--- config.mk ---
export PLATFORM = sky130hd
export DESIGN_NAME = sensor_scan_ctrl
export DESIGN_NICKNAME = d
export VERILOG_FILES = /design/src/rtl/sensor_scan_ctrl.sv
export SDC_FILE = /design/constraint.sdc
export NUM_CORES = 1
export LEC_CHECK = 0
export ABC_AREA = 1
export CAP_MARGIN = 20
export CORE_AREA = 4 4 106 58
export DETAILED_ROUTE_END_ITERATION = 6
export DIE_AREA = 0 0 110 62
export GPL_ROUTABILITY_DRIVEN = 0
export HOLD_SLACK_MARGIN = 0.1
export PLACE_DENSITY = 0.6
export SYNTH_ARGS = -nofsm -noshare
export SYNTH_HDL_FRONTEND = slang
export SYNTH_SLANG_ARGS = --single-unit
--- constraint.sdc ---
create_clock -name clk -period 2.35 [get_ports clk]
set_input_delay 0.47 -clock clk [delete_from_list [all_inputs] [get_ports clk]]
set_output_delay 0.47 -clock clk [all_outputs]
set_load 0.1 [all_outputs]
--- src/rtl/sensor_scan_ctrl.sv ---
// Four-channel sensor scan controller: drives the mux select, samples the
// synchronized mux output after a settle interval and debounces each channel.
module sensor_scan_ctrl #(
  parameter int SETTLE_CYCLES  = 8,
  parameter int DEBOUNCE_COUNT = 4
) (
  input  logic       clk,
  input  logic       reset_n,
  input  logic       enable,
  input  logic       mux_out,
  output logic [1:0] sel,
  output logic [3:0] key_state,
  output logic [3:0] key_press,
  output logic [3:0] key_release,
  output logic       scan_done
);

  localparam int SW = $clog2(SETTLE_CYCLES);
  localparam int DW = $clog2(DEBOUNCE_COUNT + 1);

  localparam logic [SW-1:0] SETTLE_LAST = SW'(SETTLE_CYCLES - 1);
  localparam logic [SW-1:0] SETTLE_ONE  = SW'(1);
  localparam logic [DW-1:0] DEB_LAST    = DW'(DEBOUNCE_COUNT - 1);
  localparam logic [DW-1:0] DEB_ONE     = DW'(1);

  localparam logic [1:0] IDLE   = 2'd0;
  localparam logic [1:0] SETTLE = 2'd1;
  localparam logic [1:0] SAMPLE = 2'd2;

  logic                   sync_meta_r;
  logic                   sync_r;
  logic [1:0]             state_r;
  logic [SW-1:0]          settle_cnt_r;
  logic [1:0]             sel_r;
  logic [3:0]             key_state_r;
  logic [3:0]             key_press_r;
  logic [3:0]             key_release_r;
  logic                   scan_done_r;
  logic [3:0][DW-1:0]     deb_cnt_r;

  logic [1:0]             state_s;
  logic [SW-1:0]          settle_cnt_s;
  logic [1:0]             sel_s;
  logic [3:0]             key_state_s;
  logic [3:0]             key_press_s;
  logic [3:0]             key_release_s;
  logic                   scan_done_s;
  logic [3:0][DW-1:0]     deb_cnt_s;

  // Two-flop synchronizer for the asynchronous mux output.
  always_ff @(posedge clk or negedge reset_n) begin
    if (!reset_n) begin
      sync_meta_r <= 1'b0;
      sync_r      <= 1'b0;
    end else begin
      sync_meta_r <= mux_out;
      sync_r      <= sync_meta_r;
    end
  end

  // Next-state, select advance and per-channel debounce decisions.
  always_comb begin
    state_s       = state_r;
    settle_cnt_s  = settle_cnt_r;
    sel_s         = sel_r;
    key_state_s   = key_state_r;
    key_press_s   = 4'b0000;
    key_release_s = 4'b0000;
    scan_done_s   = 1'b0;
    deb_cnt_s     = deb_cnt_r;
    case (state_r)
      IDLE: begin
        settle_cnt_s = '0;
        if (enable) begin
          state_s = SETTLE;
        end else begin
          state_s = IDLE;
        end
      end
      SETTLE: begin
        if (!enable) begin
          state_s      = IDLE;
          settle_cnt_s = '0;
        end else if (settle_cnt_r == SETTLE_LAST) begin
          state_s      = SAMPLE;
          settle_cnt_s = '0;
        end else begin
          settle_cnt_s = settle_cnt_r + SETTLE_ONE;
        end
      end
      SAMPLE: begin
        settle_cnt_s = '0;
        sel_s        = sel_r + 2'd1;
        scan_done_s  = (sel_r == 2'd3);
        if (enable) begin
          state_s = SETTLE;
        end else begin
          state_s = IDLE;
        end
        // A matching sample restarts the run; only consecutive mismatches flip the key.
        if (sync_r == key_state_r[sel_r]) begin
          deb_cnt_s[sel_r] = '0;
        end else if (deb_cnt_r[sel_r] == DEB_LAST) begin
          deb_cnt_s[sel_r]   = '0;
          key_state_s[sel_r] = sync_r;
          if (sync_r) begin
            key_press_s[sel_r] = 1'b1;
          end else begin
            key_release_s[sel_r] = 1'b1;
          end
        end else begin
          deb_cnt_s[sel_r] = deb_cnt_r[sel_r] + DEB_ONE;
        end
      end
      default: begin
        state_s      = IDLE;
        settle_cnt_s = '0;
      end
    endcase
  end

  // Scan state, counters and registered outputs.
  always_ff @(posedge clk or negedge reset_n) begin
    if (!reset_n) begin
      state_r       <= IDLE;
      settle_cnt_r  <= '0;
      sel_r         <= 2'd0;
      key_state_r   <= 4'b0000;
      key_press_r   <= 4'b0000;
      key_release_r <= 4'b0000;
      scan_done_r   <= 1'b0;
      deb_cnt_r     <= '0;
    end else begin
      state_r       <= state_s;
      settle_cnt_r  <= settle_cnt_s;
      sel_r         <= sel_s;
      key_state_r   <= key_state_s;
      key_press_r   <= key_press_s;
      key_release_r <= key_release_s;
      scan_done_r   <= scan_done_s;
      deb_cnt_r     <= deb_cnt_s;
    end
  end

  assign sel         = sel_r;
  assign key_state   = key_state_r;
  assign key_press   = key_press_r;
  assign key_release = key_release_r;
  assign scan_done   = scan_done_r;

endmodule

==> flow_summary.yaml, run 1 <==
power:
  powerDensity_nw_per_um2: 467.3
  leakage_uw: 0.001174
  ir_drop_v: 0.0002753
  p_total_uw: 1100
timing:
  rsz0062_at_grt: "false"
  worstMarginPinSlew_ns: 0.6712
  hold_violations: 0
  tns_ns: 0
  setup_viol: 0
  slew-limit-headroom_pct: 55.11
  period_needed_ns: 2.115
  slew_violations: 0
  finClkSkew_ns: 0.009120
  timing.fmax_mhz: 472.9
  period_share_pct: 89.99
flow_run:
  maxCapViolations: 0
synthesis:
  syn-num-nets: 264
  syn_area_um2: 2013
  synth_seq_cells: 34
  yosysUniqueCellTypes: 26
  ys.warnings.count: 0
  synthCells: 251
  avgSynthCellArea_um2: 8.021
  ys_seq_area_share_pct: 42.26
clock_tree:
  clkLatencyLatePin_ns: 0.29
  cts.sinks: 34
  cts_tree: "done"
  path_clk_slew_ns: 0.08
  htreeDepth: 2
  hold_buffers: 0
  clock_path_buffers: 2
  numCtsBuffers: 5
  cts-root-buf: "clkbuf_8"
worst_setup_path:
  worstSetupEndpointType: "register"
  worstPathArrival_ns: 2.34
  cp.depth: 13
  crit_path_start_kind: "register"
  path_delay_family: "simple AND/OR/NAND/NOR gates"
  cp_max_fo: 19
  critPathRequiredTime_ns: 2.57
  path_buf_inv: 3
  crit_path_max_incr_delay_ns: 0.54
  timing.critical_path.mode_cell: "nand2_1"
  worstSetupPathType: "register to register"
  crit_path_cell_trace: "inv_2, nand2_1, nand3_1, nand2_2, inv_1, ha_1, ha_2, clkinv_4, nand3_2, nand2_8, nand2_1, nand2_1, nand2_1"
  slowest_stage: "dfrtp_4"
  r2r_cells: 13
die:
  coreArea_um2: 5254
  start_util_pct: 38.32
  rows: 19
  top_level_ports: 19
  dieArea_um2: 6820
  die_w_um: 110
  fp.dieH_um: 62
global_route:
  grt-ovfl-total: 0
  grt_use_total_pct: 15.54
  grt_max_degree: 20
  grt_pass1_wl_mm: 7.948
  grt_pass1_vias: 1559
  antenna_found_initial: 0
status:
  outcome: "complete, no violations"
placed_design:
  dpl.hpwl_mm: 3.406
  io_buffer_count: 18
drt:
  firstDrtPassIters: 4
  final_antenna_net_count: 0
  drc: 0
  drt_wl_total_mm: 4.541
  drt_iter0_markers: 88
  vias_per_cell: 4.645
  wl_per_cell_um: 13.01
  num_vias: 1621
cells_and_area:
  nFillCells: 552
  drive_above_1_share_pct: 20.29
  fin_nets: 288
  syn2layout_area_growth_pct: 16.97
  antennaDiodeCount: 0
min_path:
  hold_path.class: "register to register"
  min_path_cells: 0
-- layout by cell type (no fill, tap or decap), types with 4 or more instances in the layout --
cell type	n
o21ai_1	10
buf_4	20
ha_1	8
nor2_1	21
nand2_1	72
nand2_2	5
nor3_1	4
clkbuf_8	6
inv_1	19
o21ai_2	6
o21ai_0	12
nand3_1	32
dfrtp_1	32
-- synthesized netlist by cell type, drive strengths merged --
cell type	number	area share, %
dfrtp	34	42
clkbuf	2	0.37
ha	9	5.6
xor2	1	0.44
o22ai	1	0.31
o21ai	28	8.1
a21oi	2	0.50
nand3	36	11
nor3	4	0.99
nand2	82	19
buf	5	2.9
nand4	1	0.31
clkinv	1	0.19
nor2	22	4.2
inv	23	4.3
-- sequential cells by signal (all words and copies together), names as in the netlist --
name,cells
deb_cnt_r,12
scan_done,1
key_state,4
settle_cnt_r,3
key_press,4
sel,2
sync_r,1
key_release,4
sync_meta_r,1
state_r,2
-- routing by layer --
metal  vias up  GRT usage [%]  part of all wire [%]
met5         -              0                     0
met4         0          2.664                  0.13
met3         2          5.057                   6.3
met2        36          21.47                    37
met1       720          23.63                    56
li1        863              -                     -
-- area by class of cell --
| type | count | area (µm²) | share of cell area, % |
|---|---|---|---|
| clock inverter | 1 | 5.005 | 0.2125 |
| timing repair buffer | 24 | 200.2 | 8.502 |
| tap | 73 | 91.34 | 3.879 |
| sequential | 34 | 855.8 | 36.34 |
| clock buffer | 7 | 86.33 | 3.666 |
| multi-input combinational | 186 | 1021 | 43.36 |
| inverter | 24 | 95.09 | 4.038 |
-- worst paths after layout --
kind	from	to	slack, ns
setup reg to reg	sel[0]$_DFFE_PN0N_	deb_cnt_r[4]$_DFFE_PN0P_	0.24
hold / removal	sync_meta_r$_DFF_PN0_	sync_r$_DFF_PN0_	0.35
setup / recovery	sel[0]$_DFFE_PN0N_	deb_cnt_r[4]$_DFFE_PN0P_	0.24
min in group asynchronous	reset_n	key_state[1]$_DFFE_PN0P_	0.59
max in group asynchronous	reset_n	key_press[2]$_DFF_PN0_	1.17
hold reg to reg	sync_meta_r$_DFF_PN0_	sync_r$_DFF_PN0_	0.35
-- metrics by stage --
step	hold WS (ns)	cells	setup WS [ns]	cell area [µm²]	util, %
after global placement	0.3318	338	0.1406	2222	42.30
after global routing	0.3725	349	0.02773	2355	44.82
after detailed placement	0.3372	338	0.06163	2222	42.30
after floorplan	0.1744	251	0.01049	2022	-
final	0.3527	349	0.2353	2355	44.82
after CTS	0.3549	346	0.03977	2313	44.03
-- where the power goes --
| part | internal [µW] | switching (µW) | total [µW] |
|---|---|---|---|
| combinational | 16.7 | 32.3 | 49.0 |
| clock | 237 | 217 | 453 |
| sequential | 592 | 5.93 | 598 |
-- worst register-to-register path: cells and delay by family, from the launching register on --
| kind | cells | cell delay, ns |
|---|---|---|
| fa+ha+maj | 2 | 0.39 |
| buf+inv | 3 | 0.35 |
| flops | 1 | 0.54 |
| simple gates | 8 | 0.77 |
-- repair_timing --
action | 4_1_cts | 5_1_grt
hold endpoints to repair | 0 | 0
setup endpoints to repair | 0 | 12
setup buffers | 0 | 3
gates resized for setup | 0 | 5
-- cells by family after synthesis --
kind of cell | count (synthesis) | share of synthesized area, %
and+or+nand+nor | 145 | 35.12
adders and majority gates | 9 | 5.594
AOI/OAI and AO/OA | 31 | 8.888
DFF | 34 | 42.26
buffers and inverters | 31 | 7.706
xor gates and xnor gates | 1 | 0.4351
(Power assumes the default switching activity.)
==> run 2: changes to the inputs <==
CAP_MARGIN = default   (was 20)
==> results of run 2 <==
The final DEF is identical to that of run 1; final timing and power are the same.
==> run 3: changes to the inputs <==
REMOVE_ABC_BUFFERS = 1   (was default)
==> run 3 against run 2 <==
Effect of this change:
- critical path depth grew 1
- count of clock-buffer cells in the layout shrank 2
- via count grew 1.2%
- register-to-register slack lost 0.04 ns
- global-route usage grew 0.31 points
- sequential cell count is the same
- fmax shrank 1.7%
- clock power shrank 3%
- total power shrank 1.7%
- non-clock buffer count grew 1
- routed wire length grew 5.2%
- critical path type unchanged
- largest power group unchanged
==> flow_summary.yaml, run 3 (synthesized netlist as in run 1, its figures left out) <==
clock_tree:
  htreeDepth: 2
  numCtsBuffers: 5
  hold_buffers: 0
  post_cts_buffers: 0
  cts.sinks: 34
  post_cts_resized: 0
  clkLatencyLatePin_ns: 0.29
  cts-root-buf: "clkbuf_8"
  path_clk_slew_ns: 0.07
  cts_tree: "done"
  clock_path_buffers: 2
drt:
  vias_per_cell: 4.686
  num_vias: 1640
  wl_per_cell_um: 13.65
  drc: 0
  drt_iter0_markers: 185
  final_antenna_net_count: 0
  firstDrtPassIters: 5
  drt_wl_total_mm: 4.776
timing:
  rsz0062_at_grt: "false"
  setup_viol: 0
  period_share_pct: 91.53
  timing.fmax_mhz: 464.9
  hold_violations: 0
  finClkSkew_ns: 0.003399
  slew-limit-headroom_pct: 71.46
  hold_slack_ns: 0.3616
  worstMarginPinSlew_ns: 0.4280
  slew_violations: 0
  period_needed_ns: 2.151
worst_setup_path:
  path_buf_inv: 3
  worstSetupEndpointType: "register"
  critPathRequiredTime_ns: 2.53
  crit_path_max_incr_delay_ns: 0.51
  worstSetupPathType: "register to register"
  path_delay_family: "adder cells"
  crit_path_cell_trace: "inv_2, nand2_1, nand3_1, nand2_1, inv_1, ha_1, ha_1, inv_1, nand3_1, o21ai_0, nand2_1, o21ai_2, nand2_1, nand2_1"
  slowest_stage: "dfrtp_1"
  worstPathArrival_ns: 2.33
  crit_path_start_kind: "register"
  timing.critical_path.mode_cell: "nand2_1"
  cp_max_fo: 10
cells_and_area:
  layout_commonest_cell: "nand2_1"
  largest_reg_flops: 12
  drive_above_1_share_pct: 19.49
  largest_register: "deb_cnt_r"
  layout_common_cells: "nand2_1 (73), dfrtp_1 (34), nand3_1 (32)"
  fin_nets: 289
  syn2layout_area_growth_pct: 16.72
  nFillCells: 535
  multi_input_area_um2: 1007
  seq_area_um2: 850.8
  antennaDiodeCount: 0
status:
  outcome: "complete, no violations"
global_route:
  antenna_found_initial: 0
  grt_use_total_pct: 15.84
  grt_pass1_wl_mm: 7.817
  grt-ovfl-total: 0
  grt_pass1_vias: 1448
  grt_max_degree: 35
power:
  p_int_uw: 813.2
  seqPwrFrac_pct: 55.3
  ir_drop_v: 0.0002342
  powerDensity_nw_per_um2: 460.5
  clkPwrFrac_pct: 40.6
  p_total_uw: 1082
  power_frac_comb_pct: 4.1
  swShare_pct: 24.84
  leakage_uw: 0.001187
  p_sw_uw: 268.7
placed_design:
  io_buffer_count: 18
  dpl.hpwl_mm: 3.573
die:
  die_w_um: 110
  coreArea_um2: 5254
  rows: 19
  top_level_ports: 19
  fp.dieH_um: 62
  dieArea_um2: 6820
  start_util_pct: 38.32
min_path:
  hold_path.class: "register to register"
flow_run:
  maxCapViolations: 0
==> run 3: power by group through the flow <==
stage	Clock (µW)	Sequential (µW)	Combinational (µW)
final	439	598	44.8
after CTS	453	598	46.5
after floorplan	0	608	21.7
after global placement	0	610	46.2
after detailed placement	0	610	46.3
after global routing	489	599	51.6
==> run 3: stage by stage <==
stage	cells	setup WS [ns]	utilization [%]	setup TNS (ns)	cell area [µm²]
6_report	350	0.1990	44.72	0	2350
5_1_grt	350	0.01162	44.72	0	2350
4_1_cts	350	0.2331	44.72	0	2350
3_5_place_dp	342	0.2540	43.01	0	2260
3_3_place_gp	342	0.3150	43.01	0	2260
2_1_floorplan	244	-0.5744	-	-9.407	1948
==> run 3: final timing paths <==
kind	depth (start not counted)	startpoint	end	slack (ns)
min reg2reg	0	sync_meta_r$_DFF_PN0_	sync_r$_DFF_PN0_	0.36
max in group asynchronous	2	reset_n	deb_cnt_r[11]$_DFFE_PN0P_	1.46
max reg2reg	14	sel[0]$_DFFE_PN0N_	deb_cnt_r[5]$_DFFE_PN0P_	0.20
max	14	sel[0]$_DFFE_PN0N_	deb_cnt_r[5]$_DFFE_PN0P_	0.20
min	0	sync_meta_r$_DFF_PN0_	sync_r$_DFF_PN0_	0.36
min in group asynchronous	2	reset_n	settle_cnt_r[2]$_DFF_PN0_	0.58
==> run 3: worst reg2reg max path, delay by kind of cell (launching register included) <==
kind            cells  cell delay, ns
flops               1            0.51
fa+ha+maj           2            0.61
simple gates        7            0.51
compound gates      2            0.13
buf+inv             3            0.28
==> run 3: per-layer routing <==
layer | part of all wire [%] | up-vias | track usage, %
met4 | 0.27 | 0 | 2.664
li1 | - | 860 | -
met1 | 59 | 732 | 26.36
met5 | 0 | - | 0
met2 | 34 | 46 | 18.79
met3 | 6.0 | 2 | 5.263
==> run 3: layout make-up <==
cell class / count / share of cell area (%)
multi-input combinational: 186 / 42.86
inverter: 24 / 3.834
clock inverter: 3 / 0.9052
sequential: 34 / 36.21
clock buffer: 5 / 2.929
timing repair buffer: 25 / 9.372
tap: 73 / 3.887
